<file path="config.mk">
export PLATFORM = sky130hd
export DESIGN_NAME = axi_master_arbiter
export DESIGN_NICKNAME = d
export VERILOG_FILES = /design/src/rtl/axi_master_arbiter_pkg.sv /design/src/rtl/axi_master_arbiter_rr_arbiter.sv /design/src/rtl/axi_master_arbiter.sv
export SDC_FILE = /design/constraint.sdc
export NUM_CORES = 1
export LEC_CHECK = 0
export CAP_MARGIN = 20
export CORE_AREA = 3 3 149 151
export DETAILED_ROUTE_END_ITERATION = 12
export DIE_AREA = 0 0 152 154
export GPL_TIMING_DRIVEN = 0
export PLACE_DENSITY = 0.71
export SYNTH_ARGS = -nofsm -noshare
export SYNTH_HDL_FRONTEND = slang
export SYNTH_HIERARCHICAL = 1
export SYNTH_SLANG_ARGS = --single-unit
</file>
<file path="constraint.sdc">
create_clock -name axi_ACLK -period 4.7 [get_ports axi_ACLK]
set_input_delay 0.94 -clock axi_ACLK [delete_from_list [all_inputs] [get_ports axi_ACLK]]
set_output_delay 0.94 -clock axi_ACLK [all_outputs]
set_load 0.01 [all_outputs]
</file>
<file path="src/rtl/axi_master_arbiter_pkg.sv">
// Shared types and widths for the AXI master arbiter: channel FSM states,
// payload widths and a helper for index widths.
package axi_master_arbiter_pkg;

  typedef enum logic [1:0] {
    IDLE  = 2'd0,
    ISSUE = 2'd1,
    WAIT  = 2'd2
  } arb_state_t;

  localparam int ADDR_W   = 32;
  localparam int DATA_W   = 32;
  localparam int STRB_W   = 4;
  localparam int WR_PAY_W = ADDR_W + DATA_W + STRB_W;
  localparam int RD_PAY_W = ADDR_W;

  function automatic int idx_width(input int n);
    return (n > 1) ? $clog2(n) : 1;
  endfunction

endpackage

</file>
<file path="src/rtl/axi_master_arbiter_rr_arbiter.sv">
// Round-robin selector: picks the first active request after the pointer,
// wrapping around, and reports it as both a one-hot grant and an index.
module round_robin_arbiter #(
  parameter int N     = 2,
  parameter int IDX_W = 1
) (
  input  logic [N-1:0]     req,
  input  logic [IDX_W-1:0] ptr,
  output logic [N-1:0]     grant,
  output logic [IDX_W-1:0] idx,
  output logic             valid
);

  logic [IDX_W-1:0] cand;

  // Scan from the farthest offset down so the nearest requester after ptr wins.
  always_comb begin
    cand  = '0;
    idx   = '0;
    grant = '0;
    valid = |req;
    for (int i = N; i >= 1; i--) begin
      cand = IDX_W'((int'(ptr) + i) % N);
      if (req[cand]) idx = cand;
    end
    if (valid) grant[idx] = 1'b1;
  end

endmodule

</file>
<file path="src/rtl/axi_master_arbiter.sv">
// Shares one network master port among REQUESTER_NUMBER requesters; the write
// and read channels each run their own IDLE/ISSUE/WAIT arbitration FSM.
module axi_master_arbiter
  import axi_master_arbiter_pkg::*;
#(
  parameter int REQUESTER_NUMBER = 2,
  parameter int TIMEOUT_CYCLES   = 255
) (
  input  logic                              axi_ACLK,
  input  logic                              axi_ARESETN,
  input  logic [REQUESTER_NUMBER-1:0]       req_write_start_i,
  input  logic [REQUESTER_NUMBER-1:0][31:0] req_write_address_i,
  input  logic [REQUESTER_NUMBER-1:0][31:0] req_write_data_i,
  input  logic [REQUESTER_NUMBER-1:0][3:0]  req_write_strobe_i,
  output logic [REQUESTER_NUMBER-1:0]       req_write_grant_o,
  output logic [REQUESTER_NUMBER-1:0]       req_write_done_o,
  output logic [REQUESTER_NUMBER-1:0]       req_write_error_o,
  input  logic [REQUESTER_NUMBER-1:0]       req_read_start_i,
  input  logic [REQUESTER_NUMBER-1:0][31:0] req_read_address_i,
  input  logic [REQUESTER_NUMBER-1:0]       req_read_invalid_i,
  output logic [REQUESTER_NUMBER-1:0]       req_read_grant_o,
  output logic [REQUESTER_NUMBER-1:0]       req_read_done_o,
  output logic [REQUESTER_NUMBER-1:0]       req_read_error_o,
  output logic [31:0]                       req_read_data_o,
  output logic                              write_start_o,
  output logic [31:0]                       write_address_o,
  output logic [31:0]                       write_data_o,
  output logic [3:0]                        write_strobe_o,
  input  logic                              write_done_i,
  input  logic                              write_cts_i,
  output logic                              read_start_o,
  output logic                              read_invalid_o,
  output logic [31:0]                       read_address_o,
  input  logic [31:0]                       read_data_i,
  input  logic                              read_done_i,
  input  logic                              read_cts_i
);

  localparam int N     = REQUESTER_NUMBER;
  localparam int IDX_W = idx_width(N);
  localparam int CNT_W = $clog2(TIMEOUT_CYCLES + 1);

  // Channel 0 is the write channel, channel 1 the read channel.
  for (genvar c = 0; c < 2; c++) begin : g_ch
    localparam int PW = (c == 0) ? WR_PAY_W : RD_PAY_W;

    logic [N-1:0]         req;
    logic                 cts;
    logic                 done_in;
    logic [N-1:0][PW-1:0] pay_in;

    if (c == 0) begin : g_io
      assign req     = req_write_start_i;
      assign cts     = write_cts_i;
      assign done_in = write_done_i;
      for (genvar k = 0; k < N; k++) begin : g_pay
        assign pay_in[k] = {req_write_address_i[k], req_write_data_i[k], req_write_strobe_i[k]};
      end
    end else begin : g_io
      assign req     = req_read_start_i;
      assign cts     = read_cts_i;
      assign done_in = read_done_i;
      assign pay_in  = req_read_address_i;
    end

    arb_state_t       state_q, state_d;
    logic [IDX_W-1:0] owner_q, ptr_q, arb_idx;
    logic [N-1:0]     owner_oh_q, arb_grant;
    logic             arb_valid;
    logic [PW-1:0]    pay_q;
    logic [CNT_W-1:0] cnt_q;
    logic             finish;
    logic             active;
    logic             start;
    logic [N-1:0]     grant, done, error;
    logic [PW-1:0]    pay_out;

    round_robin_arbiter #(
      .N     (N),
      .IDX_W (IDX_W)
    ) u_rr (
      .req   (req),
      .ptr   (ptr_q),
      .grant (arb_grant),
      .idx   (arb_idx),
      .valid (arb_valid)
    );

    always_comb begin
      state_d = state_q;
      start   = 1'b0;
      grant   = '0;
      done    = '0;
      error   = '0;
      finish  = 1'b0;
      unique case (state_q)
        IDLE: begin
          if (arb_valid && cts) state_d = ISSUE;
        end
        ISSUE: begin
          start   = 1'b1;
          grant   = owner_oh_q;
          state_d = WAIT;
        end
        WAIT: begin
          // A real completion takes priority over a timeout in the same cycle.
          if (done_in) begin
            finish  = 1'b1;
            done    = owner_oh_q;
            state_d = IDLE;
          end else if (cnt_q == CNT_W'(TIMEOUT_CYCLES)) begin
            finish  = 1'b1;
            done    = owner_oh_q;
            error   = owner_oh_q;
            state_d = IDLE;
          end
        end
        default: state_d = IDLE;
      endcase
    end

    always_ff @(posedge axi_ACLK or negedge axi_ARESETN) begin
      if (!axi_ARESETN) begin
        state_q    <= IDLE;
        owner_q    <= '0;
        owner_oh_q <= '0;
        ptr_q      <= IDX_W'(N - 1);
        pay_q      <= '0;
        cnt_q      <= '0;
      end else begin
        state_q <= state_d;
        if (state_q == IDLE && state_d == ISSUE) begin
          owner_q    <= arb_idx;
          owner_oh_q <= arb_grant;
          pay_q      <= pay_in[arb_idx];
        end
        if (state_q == WAIT && !finish) cnt_q <= cnt_q + 1'b1;
        else                            cnt_q <= '0;
        if (finish) ptr_q <= owner_q;
      end
    end

    assign active  = (state_q != IDLE);
    assign pay_out = active ? pay_q : '0;
  end

  assign write_start_o     = g_ch[0].start;
  assign req_write_grant_o = g_ch[0].grant;
  assign req_write_done_o  = g_ch[0].done;
  assign req_write_error_o = g_ch[0].error;
  assign {write_address_o, write_data_o, write_strobe_o} = g_ch[0].pay_out;

  assign read_start_o      = g_ch[1].start;
  assign req_read_grant_o  = g_ch[1].grant;
  assign req_read_done_o   = g_ch[1].done;
  assign req_read_error_o  = g_ch[1].error;
  assign read_address_o    = g_ch[1].pay_out;
  assign read_invalid_o    = g_ch[1].active ? req_read_invalid_i[g_ch[1].owner_q] : 1'b0;
  assign req_read_data_o   = read_data_i;

endmodule

</file>
==> qor.yml <==
yosysTopAreaCellShare_pct: 44.5
syn_area_sq_um: 7080
finalWirelength_microns: 22100
p_leak_nw: 4.82
finalMaxSlewViolations: 0
synth-edff-count: 0
cts_resized: 0
grt_pass1_vias: 6440
clock_path_buffers: 2
max-vdd-ir-drop_mv: 0.300
area_growth_pct: 64.9
r2r_slack_ns: 2.87
crit_path_end_kind: "output pin"
fin_crit_sh_pct: 71.7
insertion_delay_ns: 0.41
ys_seq_area_share_pct: 45.3
syn_avg_cell_area_sq_um: 9.89
core_sq_um: 21000
rr_worst_depth: 6
max_freq_mhz: 297
die_x_microns: 152
setup_viol: 0
synthTopCellsByCount: "dfrtp_1 (126), nor2_1 (119), nor2b_1 (106)"
grtUsageTotal_pct: 18.5
drc: 0
grt_overflow: 0
grt_pass1_wl_microns: 34800
cts_made_buffers: 17
fin_crit_ns: 3.37
h-tree-depth: 4
skew_ns: 0.0106
fin_util_pct: 55.7
synth_ff_type: "dfrtp_1"
arrival_ns: 2.43
gp_congestion: 0.769
die_h_microns: 154
holdBufCountCts: 0
synthTopCellsByArea: "dfrtp_1 (45%), mux2i_1 (14%), nor2b_1 (9.4%)"
cp-startpoint: "write_done_i"
start_util_pct: 33.8
yosys_warnings: 6
finalHoldViolations: 0
critPathMaxFanout: 3
synth_fp_nets: 962
drive_above_1_share_pct: 13.1
route.met3.wl_microns: 2080
holdWs_ns: 0.497
synthArstFlopShare_pct: 100
crit_type: "input port to output pin"
power_density_nw_per_um2: 482
avgViaCountPerCell: 4.55
cts_tree: "yes"
hp-class: "input port to async pin"
rows: 53
dp_hpwl_microns: 17400
slew_headroom_pct: 57.6
portBuffers: 358
post_cts_buffers: 0
synth_cell_types: 35
drt_iter0_drc: 188
rsz0062_at_grt: "no"
m1WireLength_microns: 8570
synth_cells: 716
num_vias: 6290
synth.most_common_cell: "dfrtp_1"
wl_met2_microns: 11200
crit_path_end: "req_write_error_o[1]"
place_area_sq_um: 11000
antenna_found_initial: 0
required_ns: 3.76
fin_area_sq_um: 11700
outcome: "finished, final reports clean"
finalPower_w: 0.00563
wl_per_cell_microns: 16.0
cts_sinks: 128
drtAntennaViolNets: 0
first_pass_iters: 4
io_pins: 391
ys_ff_latch: 128
topRoutingLayerUsed: "met4"
synth.largest_area_cell: "dfrtp_1"
worstSetupStartpointType: "input port"
r2r-start: "g_ch[0].ptr_q"
clkTransAtPathRegs_ns: 0.06
finalNetCount: 1340
die_area_sq_um: 23400
cap_violations: 0
grt_max_degree: 66
tightest_slew_ns: 0.630
timing.rr.end: "g_ch[0].pay_q[11]"
n_antenna_cell: 0
clockRootBuffer: "clkbuf_16"
[where the power goes]
| part | internal, W | switching, W | leakage, nW |
|---|---|---|---|
| registers | 0.00152 | 0.000202 | 1.46 |
| clock network | 0.000920 | 0.000508 | 0.311 |
| logic | 0.00138 | 0.00111 | 3.05 |
| total | 0.00381 | 0.00182 | 4.82 |
[cells in the final DEF (no fill, tap or decap), types with 8 or more instances in the layout]
master / netlist / final
clkdlybuf4s50_1: 0 / 357
dfrtp_1: 126 / 126
nor2_1: 119 / 119
nor2b_1: 106 / 106
mux2i_1: 101 / 101
a21oi_1: 75 / 75
buf_4: 39 / 39
a21oi_2: 31 / 31
buf_2: 17 / 17
clkbuf_16: 0 / 17
buf_6: 11 / 12
clkbuf_1: 9 / 10
and2_1: 8 / 8
nand3_1: 8 / 8
[worst max-delay path, stage by stage]
cell             delay, ns
clkdlybuf4s50_1       0.46
nor2b_1               0.20
and3_1                0.23
clkdlybuf4s50_1       0.61
[stage by stage]
stage / setup WS [ns] / TNS (ns) / instances
2_1_floorplan: 2.46 / 0 / 716
3_3_place_gp: -2.55 / -321.99 / 1349
3_5_place_dp: 1.38 / 0 / 1350
4_1_cts: 1.37 / 0 / 1382
5_1_grt: 1.23 / 0 / 1382
6_report: 1.33 / 0 / 1382
[how the worst min path moves through the flow]
stage | depth (start not counted) | to | slack [ns]
2_1_floorplan | 1 | g_ch[0].cnt_q[0] | 0.48
3_5_place_dp | 2 | g_ch[0].pay_q[66] | 0.49
4_1_cts | 2 | g_ch[0].pay_q[66] | 0.51
5_1_grt | 1 | g_ch[1].pay_q[29] | 0.53
6_report | 1 | g_ch[1].pay_q[29] | 0.50
3_3_place_gp | 2 | g_ch[0].pay_q[15] | 0.49
[kinds of logic after synthesis]
| kind of cell | count (synthesis) | synth area share (%) |
|---|---|---|
| flops | 128 | 45.3 |
| compound gates | 118 | 10.3 |
| mux | 109 | 15.7 |
| fa+ha+maj | 2 | 0.353 |
| xor+xnor | 8 | 0.990 |
| buf+inv | 82 | 8.09 |
| simple gates | 269 | 19.3 |
[routing by layer]
metal	vias to the layer above	global-route usage, %
met2	267	32.0
li1	3115	-
met1	2891	20.9
met5	-	0
met4	0	4.20
met3	17	8.53
[area by class of cell]
type | count | area [sq um]
well taps | 275 | 344
clock inverters | 12 | 181
fillers | 1914 | 9280
multi-input cells | 506 | 3300
plain buffers | 78 | 558
clock buffers | 20 | 457
inverters | 4 | 15.0
repair buffers | 359 | 3610
flip-flops and latches | 128 | 3210
[sequential cells by signal, summed over array words and instances, names as in the netlist]
signal           cells
g_ch.ptr_q           2
g_ch.owner_q         2
g_ch.owner_oh_q      4
g_ch.state_q         4
g_ch.cnt_q          16
g_ch.pay_q         100
No activity file was read; power rests on OpenSTA's default activity.
